**config.mk**
```make
export PLATFORM = sky130hd
export DESIGN_NAME = generation_sequencer
export DESIGN_NICKNAME = d
export VERILOG_FILES = /design/src/rtl/generation_sequencer_pkg.sv /design/src/rtl/generation_sequencer_tick_divider.sv /design/src/rtl/generation_sequencer.sv
export SDC_FILE = /design/constraint.sdc
export NUM_CORES = 1
export LEC_CHECK = 0
export BUFFER_PORTS_ARGS = -buffer_cell sky130_fd_sc_hd__buf_2
export CELL_PAD_IN_SITES_DETAIL_PLACEMENT = 0
export CELL_PAD_IN_SITES_GLOBAL_PLACEMENT = 1
export CORE_UTILIZATION = 35
export DETAILED_ROUTE_END_ITERATION = 6
export GPL_TIMING_DRIVEN = 0
export PLACE_DENSITY = 0.85
export REMOVE_ABC_BUFFERS = 1
export SLEW_MARGIN = 20
export SYNTH_ARGS = -nofsm -noshare
export SYNTH_HDL_FRONTEND = slang
export SYNTH_SLANG_ARGS = --single-unit
```
**constraint.sdc**
```tcl
create_clock -name clk -period 2.11 [get_ports clk]
set_input_delay 0 -clock clk [delete_from_list [all_inputs] [get_ports clk]]
set_output_delay 0 -clock clk [all_outputs]
set_load 0.01 [all_outputs]
```
**src/rtl/generation_sequencer_pkg.sv**
```systemverilog
// Shared definitions for the generation sequencer: FSM state encodings and
// the row-index width helper.
package generation_sequencer_pkg;

  // FSM state encodings, kept as plain constants for legacy tool flows
  typedef logic [1:0] gs_state_t;

  localparam gs_state_t StIdle = 2'd0;
  localparam gs_state_t StLoad = 2'd1;
  localparam gs_state_t StRun  = 2'd2;
  localparam gs_state_t StStep = 2'd3;

  // Width of the load row index; a single-row grid still needs one bit
  function automatic int unsigned row_idx_width(input int unsigned height);
    return (height > 1) ? $clog2(height) : 1;
  endfunction

endpackage

```
**src/rtl/generation_sequencer_tick_divider.sv**
```systemverilog
// Programmable tick divider: emits a one-cycle tick every tick_div+1 enabled
// clocks. The counter is held at zero whenever enable is low.
module tick_divider #(
  parameter int unsigned TICK_DIV_WIDTH = 24
) (
  input  logic                      clk,
  input  logic                      rst_n,
  input  logic                      enable,
  input  logic [TICK_DIV_WIDTH-1:0] tick_div,
  output logic                      tick
);

  logic [TICK_DIV_WIDTH-1:0] cnt_q, cnt_d;

  // Tick fires combinationally on the compare so the caller updates on this edge
  assign tick = enable && (cnt_q == tick_div);

  // Next count: clear when idle or on wrap, otherwise increment
  always_comb begin
    cnt_d = cnt_q;
    if (!enable || tick) begin
      cnt_d = '0;
    end else begin
      cnt_d = cnt_q + TICK_DIV_WIDTH'(1);
    end
  end

  // Counter register
  always_ff @(posedge clk or negedge rst_n) begin
    if (!rst_n) begin
      cnt_q <= '0;
    end else begin
      cnt_q <= cnt_d;
    end
  end

endmodule

```
**src/rtl/generation_sequencer.sv**
```systemverilog
// Generation sequencer: owns the generation register feeding the cell grid,
// loads an initial pattern row by row, and advances generations either
// free-running (divided tick) or one step at a time.
// Optional feature macro: STILL_LIFE_DETECT_EN adds a 'halted' output that
// stops free-running once the pattern stops changing.
module generation_sequencer
  import generation_sequencer_pkg::*;
#(
  parameter int unsigned GRID_WIDTH      = 8,
  parameter int unsigned GRID_HEIGHT     = 8,
  parameter int unsigned GEN_COUNT_WIDTH = 16,
  parameter int unsigned TICK_DIV_WIDTH  = 24
) (
  input  logic                              clk,
  input  logic                              rst_n,
  input  logic                              load_valid,
  output logic                              load_ready,
  input  logic [GRID_WIDTH-1:0]             load_row,
  input  logic                              run,
  input  logic                              step,
  input  logic [TICK_DIV_WIDTH-1:0]         tick_div,
  output logic [GRID_WIDTH*GRID_HEIGHT-1:0] grid_state,
  input  logic [GRID_WIDTH*GRID_HEIGHT-1:0] next_state,
  output logic [GEN_COUNT_WIDTH-1:0]        gen_count,
  output logic                              state_valid,
  output logic                              busy
`ifdef STILL_LIFE_DETECT_EN
  ,
  output logic                              halted
`endif
);

  localparam int unsigned CellCount = GRID_WIDTH * GRID_HEIGHT;
  localparam int unsigned RowW      = row_idx_width(GRID_HEIGHT);

  gs_state_t                state_q, state_d;
  logic [RowW-1:0]          row_q, row_d;
  logic [CellCount-1:0]     grid_q, grid_d;
  logic [GEN_COUNT_WIDTH-1:0] gen_q, gen_d;
  logic                     valid_q, valid_d;

  logic beat;
  logic row_last;
  logic run_en;
  logic tick;
  logic run_allowed;

`ifdef STILL_LIFE_DETECT_EN
  logic halted_q, halted_d;
  logic still;

  assign halted      = halted_q;
  assign still       = (next_state == grid_q);
  assign run_allowed = run && !halted_q;
`else
  assign run_allowed = run;
`endif

  assign beat     = load_valid && load_ready;
  assign row_last = (row_q == RowW'(GRID_HEIGHT - 1));
  assign run_en   = (state_q == StRun);

  assign load_ready  = (state_q == StIdle) || (state_q == StLoad);
  assign busy        = (state_q != StIdle);
  assign grid_state  = grid_q;
  assign gen_count   = gen_q;
  assign state_valid = valid_q;

  tick_divider #(
    .TICK_DIV_WIDTH (TICK_DIV_WIDTH)
  ) u_tick_divider (
    .clk      (clk),
    .rst_n    (rst_n),
    .enable   (run_en),
    .tick_div (tick_div),
    .tick     (tick)
  );

  // Next-state logic for the FSM, row loader, generation register and counter
  always_comb begin
    state_d  = state_q;
    row_d    = row_q;
    grid_d   = grid_q;
    gen_d    = gen_q;
    valid_d  = 1'b0;
`ifdef STILL_LIFE_DETECT_EN
    halted_d = halted_q;
`endif

    case (state_q)
      StIdle, StLoad: begin
        if (beat) begin
          // Only the addressed row is rewritten; others keep their contents
          for (int r = 0; r < int'(GRID_HEIGHT); r++) begin
            if (row_q == RowW'(r)) begin
              grid_d[r*GRID_WIDTH +: GRID_WIDTH] = load_row;
            end
          end
`ifdef STILL_LIFE_DETECT_EN
          halted_d = 1'b0;
`endif
          if (row_last) begin
            row_d   = '0;
            gen_d   = '0;
            valid_d = 1'b1;
            state_d = StIdle;
          end else begin
            row_d   = row_q + RowW'(1);
            state_d = StLoad;
          end
        end else if (state_q == StIdle) begin
          // Mid-load, run and step are ignored
          if (step) begin
            state_d = StStep;
`ifdef STILL_LIFE_DETECT_EN
            halted_d = 1'b0;
`endif
          end else if (run_allowed) begin
            state_d = StRun;
          end
        end
      end

      StRun: begin
        // A tick on the same edge as run falling still commits the update
        if (tick) begin
          grid_d  = next_state;
          gen_d   = gen_q + GEN_COUNT_WIDTH'(1);
          valid_d = 1'b1;
`ifdef STILL_LIFE_DETECT_EN
          if (still) begin
            halted_d = 1'b1;
            state_d  = StIdle;
          end
`endif
        end
        if (!run) begin
          state_d = StIdle;
        end
      end

      StStep: begin
        grid_d  = next_state;
        gen_d   = gen_q + GEN_COUNT_WIDTH'(1);
        valid_d = 1'b1;
        state_d = StIdle;
      end

      default: begin
        state_d = StIdle;
      end
    endcase
  end

  // State registers
  always_ff @(posedge clk or negedge rst_n) begin
    if (!rst_n) begin
      state_q <= StIdle;
      row_q   <= '0;
      grid_q  <= '0;
      gen_q   <= '0;
      valid_q <= 1'b0;
    end else begin
      state_q <= state_d;
      row_q   <= row_d;
      grid_q  <= grid_d;
      gen_q   <= gen_d;
      valid_q <= valid_d;
    end
  end

`ifdef STILL_LIFE_DETECT_EN
  // Halt flag register
  always_ff @(posedge clk or negedge rst_n) begin
    if (!rst_n) begin
      halted_q <= 1'b0;
    end else begin
      halted_q <= halted_d;
    end
  end
`endif

endmodule

```
# After elaboration in Yosys (flattened, before gate mapping)
# Index checks and enable logic that the tools add are counted.
# classes
addsub	3
reduce_logical	19
eq_ne	24
n_mux	28
# ops
operator	count
$pmux 64 s3	1
$mux 64	2
$mux 8	8
$mux 16	3
$pmux 16 s3	1
$reduce_and 3->1	9
$add 24x1->24 const B	1
$eq 24x24->1	1
$mux 24	1
$ne 2x2->1 const B	11
$add 16x1->16 const B	1
$eq 3x3->1 const B	4
$mux 2	5
$eq 3x2->1 const B	2
$pmux 2 s3	1
$eq 2x2->1 const B	2
$mux 1	4
$ne 4x4->1 const B	1
$add 3x1->3 const B	1
$eq 3x1->1 const B	1
$logic_not 3->1	1
$mux 3	1
$ne 3x3->1 const B	1
$pmux 1 s3	1
8 further kinds	10
# totals
word_cells	87
output_inout_bits	83
inputBits	101
reg_bits	110

# Logic depth before layout (Yosys ltp)
# depth
ltp_word	5
depth_mapped	9
mapped_depth_nobuf	7

# By module
# Synthesis repeated with hierarchy kept, for this count alone.
# unflattened
hier_cells	580
hier_area_um2	5477.8
# modules_own_cells
module	instances	area_each_um2	seq_area_each_um2	cells_per_inst
generation_sequencer	1	3891.2	2152.1	417
tick_divider	1	1586.5	600.6	163

# Least setup slack after synthesis
# No wires, ideal clock.
# synth_timing
path_type	register to register
from	register u_tick_divider.cnt_q[2]
to	register grid_q[0], in the netlist grid_state[0]
stages_incl_launch_ff	10
slack_ns	-0.103
path_buffers	3
arrival_ns	2.088
synth_period_minus_slack_ns	2.213
setup_time_ns	0.125
required_time_ns	1.985
path_cell_list	dfrtp_1 buf_6 xor2_1 nor4_2 nand4_2 o31ai_4 buf_6 a21o_1 buf_6 mux2_4
# synth_via
elab_chain_cells	4
# synth_rtl
item	line	text
start, declared	generation_sequencer_tick_divider.sv:13	logic [TICK_DIV_WIDTH-1:0] cnt_q, cnt_d;
start signal, assigned	generation_sequencer_tick_divider.sv:33	cnt_q <= cnt_d;
$eq 24x24->1	generation_sequencer_tick_divider.sv:16	assign tick = enable && (cnt_q == tick_div);
$logic_and 1x1->1	generation_sequencer_tick_divider.sv:16	
$ne 2x2->1 (no line)	-	
$reduce_and 3->1 (no line)	-	
end signal, assigned	generation_sequencer.sv:166	grid_q <= grid_d;
end, declared	generation_sequencer.sv:38	logic [CellCount-1:0] grid_q, grid_d;
# Every way passes these cells.
# A chain may end at the register's enable or synchronous reset.

# Worst setup path after layout
# layout_timing
from	register u_tick_divider.cnt_q[13]
to	register grid_q[38], in the netlist grid_state[38]
# The elaborated chain is that of the path after synthesis.

==> results.md <==
Cells and area:
- The share of cells above drive strength 1 is 0.399.
- The fill cell instance count of the final layout is 1410.
- The repair_antennas step left the layout with diodes totalling 0.
- After the last flow step, the layout net total stands at 949.
- The relative area change from synthesis to final layout is 47.8%.
- After routing the design area is 0.00837 mm2.

Route:
- For this block, the initial DRC count from the detailed router was 234.
- The count of vias placed by the detailed router is 5143.
- The via-per-instance ratio is 4.85.
- The number of detailed-routing iterations run before antenna repair is 6.
- The wire length reported by the detailed router is 17.5 mm.
- The total DRC errors in the routed layout is 0.
- The average routed wire per standard cell is 16.5 um.
- The antenna violation net count after detailed routing is 0.

CTS:
- The deepest clock path buffer count is 2.
- The clock input transition at the sequential cells of the worst setup and hold paths is 0.08 ns.
- The H-tree was split into 3 levels.
- The clock tree from TritonCTS is yes.
- In this run, CTS created clock tree buffers numbering 9.
- The clock reaches the later pin of the worst-skew pair after 0.37 ns.
- The number of sinks handled by clock tree synthesis is 110.
- The root buffer cell chosen for the clock tree is clkbuf_16.

Worst setup path:
- Of all nets on the critical path, the largest fanout is 8.
- The worst setup path is captured at a register.
- The critical path arrival is 2.46 ns.
- The minimum setup slack among reg-to-reg paths is -0.11 ns.
- The worst setup path is launched from a register.
- The classification of the worst setup path is reg -> reg.
- The required time at the worst-slack endpoint is 2.35 ns.

Synth:
- Yosys mapped the design onto 42 distinct sky130hd cell types.
- Counting every instance in the synthesized netlist gives 574.
- The synthesized area per cell is 9.86 um2.
- The post-synthesis sequential element count is 110.
- The count of synthesis-stage warnings from yosys is 0.
- The share of flip-flops with an asynchronous set or reset after synthesis is 1.00.
- The number of enable-type register cells in the synthesized netlist is 0.
- The proportion of synthesized chip area in sequential cells is 0.486.
- The dominant register cell in the synthesized netlist is dfrtp_1.
- The cell area after synthesis is 0.00566 mm2.

Worst hold path:
- The class of the most critical hold timing path is in -> reg.

Die:
- The number of placement rows is 46.
- The die height is 129 um.
- The width of the die is 129 um.
- The floorplan step defined a core boundary enclosing 0.0158 mm2.
- The boundary pin count is 184.
- The initial cell density of the core is 0.358.
- The area enclosed by the die boundary is 0.0167 mm2.

Power:
- The share of power burned in the clock network is 0.204.
- Dividing total power by cell area gives a power density of 998 mW/mm2.
- The fraction of power spent switching nets is 0.345.
- The switching component of the power is 0.00288 W.
- The internal power of the cells is 0.00547 W.
- The logic gate share of total power is 0.405.
- The portion of total power attributed to sequential cells is 0.391.
- The static leakage power is 4.12 nW.
- IR analysis of the VDD net gives a maximum drop of 0.667 mV.

Placement:
- Summing all placed instances gives a cell area of 0.00677 mm2.
- After legalization and detailed placement, the total HPWL measured 10.9 mm.
- The setup slack after placement is -1.27 ns.
- The congestion estimate from routability-driven global placement came to 0.791.
- Buffers placed on the I/O ports in this run total 183.

STA:
- In this run the tightest slew margin relative to its limit is 0.579.
- Based on the critical path, the design can be clocked at up to 451 MHz.
- The final-report setup violation count is 73.
- After layout, the minimum clock period comes to 2.22 ns.
- The maximum clock skew at final layout is 0.0157 ns.
- The count of pins over their slew limit is 0.
- The number of hold-slack violations in the final timing report is 0.
- The part of the cycle the worst path needs is 1.05.
- Setup slack on the critical path of the routed design comes to -0.105 ns.
- The pin slew with the least headroom to its limit is 0.627 ns.
- Setup repair after global routing could not meet its margin everywhere.

GRT:
- The via count of the first global-routing pass is 5213.
- The initial antenna violation count is 0.
- The all-layer global routing usage is 0.213.
- For this run the aggregate overflow at the end of global routing stands at 0.
- Entering global routing, the biggest net connects 57 pins.
- The first global-routing pass estimated 27.2 mm of wire.

Job:
- Max-cap violations in this run came to 0.

Status:
- The run finished, with violations left.
- The final reports fail on negative setup slack.
[cell usage after synthesis, types with 2 or more instances]
library cell    n  area [um2]
ha_1            8         100
mux2i_1         4        40.0
buf_1           3        11.3
a22o_1          7        61.3
nor4_1          6        37.5
nand3_1        15        75.1
dfrtp_1       110        2750
nand4_1         9        56.3
xnor2_1         9        78.8
xor2_1         37         324
a221o_1         8        80.1
mux2_4          8         120
a21o_1          4        30.0
inv_1           9        33.8
or2_2           6        37.5
nor3_1          3        15.0
or3_1           4        25.0
buf_6           4        45.0
and3_1         11        68.8
nor2_1         32         120
a21oi_1        10        50.1
clkbuf_1       14        52.6
nand2_1       163         612
buf_2           6        30.0
a31o_2          3        26.3
o21ai_0        13        65.1
mux2_2         49         552
and2_1          2        12.5
nand2b_1        2        12.5
nor2b_1         3        18.8
[kinds of logic after synthesis]
| family | synth area share |
|---|---|
| simple gates | 0.200 |
| flops | 0.486 |
| mux | 0.126 |
| compound gates | 0.0690 |
| xor+xnor | 0.0712 |
| buf+inv | 0.0305 |
| fa+ha+maj | 0.0177 |
[final cells by class]
type                            count  area [um2]  share of cell area
Multi-Input combinational cell    430        3140               0.375
Sequential cell                   110        2760               0.330
Timing Repair Buffer              280        1870               0.224
Tap cell                          216         270              0.0323
Clock buffer                        9         225              0.0269
Clock inverter                      7        61.3             0.00733
Inverter                            9        37.5             0.00449
[per-stage QoR]
step / total power [W] / cells / TNS (ns) / hold slack [ns] / utilization
6_report: 0.00835 / 1061 / -4.77 / 0.00366 / 0.529
3_3_place_gp: 0.00596 / 946 / -346.97 / 0.226 / 0.424
4_1_cts: 0.00826 / 1045 / -11.28 / 0.00177 / 0.514
3_5_place_dp: 0.00603 / 948 / -98.11 / 0.00613 / 0.428
2_1_floorplan: 0.00483 / 547 / -117.33 / -0.296 / -
5_1_grt: 0.00881 / 1061 / -8.01 / 0.0258 / 0.529
[cells in the final DEF (no fill, tap or decap), drive strengths merged, types with 6 or more instances in the layout]
master	count
o21ai	13
ha	8
a221o	8
dlygate4sd3	64
inv	12
nand2	163
and3	11
nand4	10
clkbuf	9
nand3	15
nor4	7
xnor2	9
or2	6
dfrtp	110
xor2	37
a21oi	10
buf	216
mux2	57
nor2	33
a22o	7
[worst max-delay path, stage by stage, from the launching register on]
cell and delay, ns:
dfrtp_1 0.41, xor2_1 0.18, nor4_2 0.35, nand4_2 0.20, o31ai_4 0.25, buf_12 0.18
a31o_4 0.21, mux2_4 0.32
[metal layers]
layer | track usage | part of all wire
met5 | 0 | 0
met4 | 0.0872 | 0.027
met3 | 0.0495 | 0.062
met2 | 0.359 | 0.48
met1 | 0.263 | 0.43
[what timing repair did]
action,4_1_cts,5_1_grt
setup endpoints to repair,105,80
gates resized for setup,70,28
buffers inserted,16,15
endpoints found under the hold margin,116,0
hold buffers,64,0
gates cloned,1,1
pin swaps,8,16
[final timing paths]
kind | start | to | depth (start not counted)
worst min-delay path | next_state[20] | grid_state[20] | 4
max in group asynchronous | rst_n | gen_count[10] | 3
worst min register to register | gen_count[12] | gen_count[12] | 1
min in group asynchronous | rst_n | grid_state[21] | 2
worst max register to register | u_tick_divider.cnt_q[13] | grid_state[38] | 7
worst max-delay path | u_tick_divider.cnt_q[13] | grid_state[38] | 7
[registers in the layout, summed over array words and instances, names as in the netlist]
| name | flops |
|---|---|
| gen_count | 16 |
| grid_state | 64 |
| row_q | 3 |
| state_q | 2 |
| state_valid | 1 |
| u_tick_divider.cnt_q | 24 |
[power by group through the flow]
stage | combinational (W) | sequential [W] | clock [W]
final | 0.00338 | 0.00326 | 0.00171
after CTS | 0.00327 | 0.00325 | 0.00174
after detailed placement | 0.00278 | 0.00325 | 0
after global routing | 0.00365 | 0.00334 | 0.00182
after global placement | 0.00269 | 0.00327 | 0
after floorplan | 0.00128 | 0.00354 | 0
(Power assumes the default switching activity.)
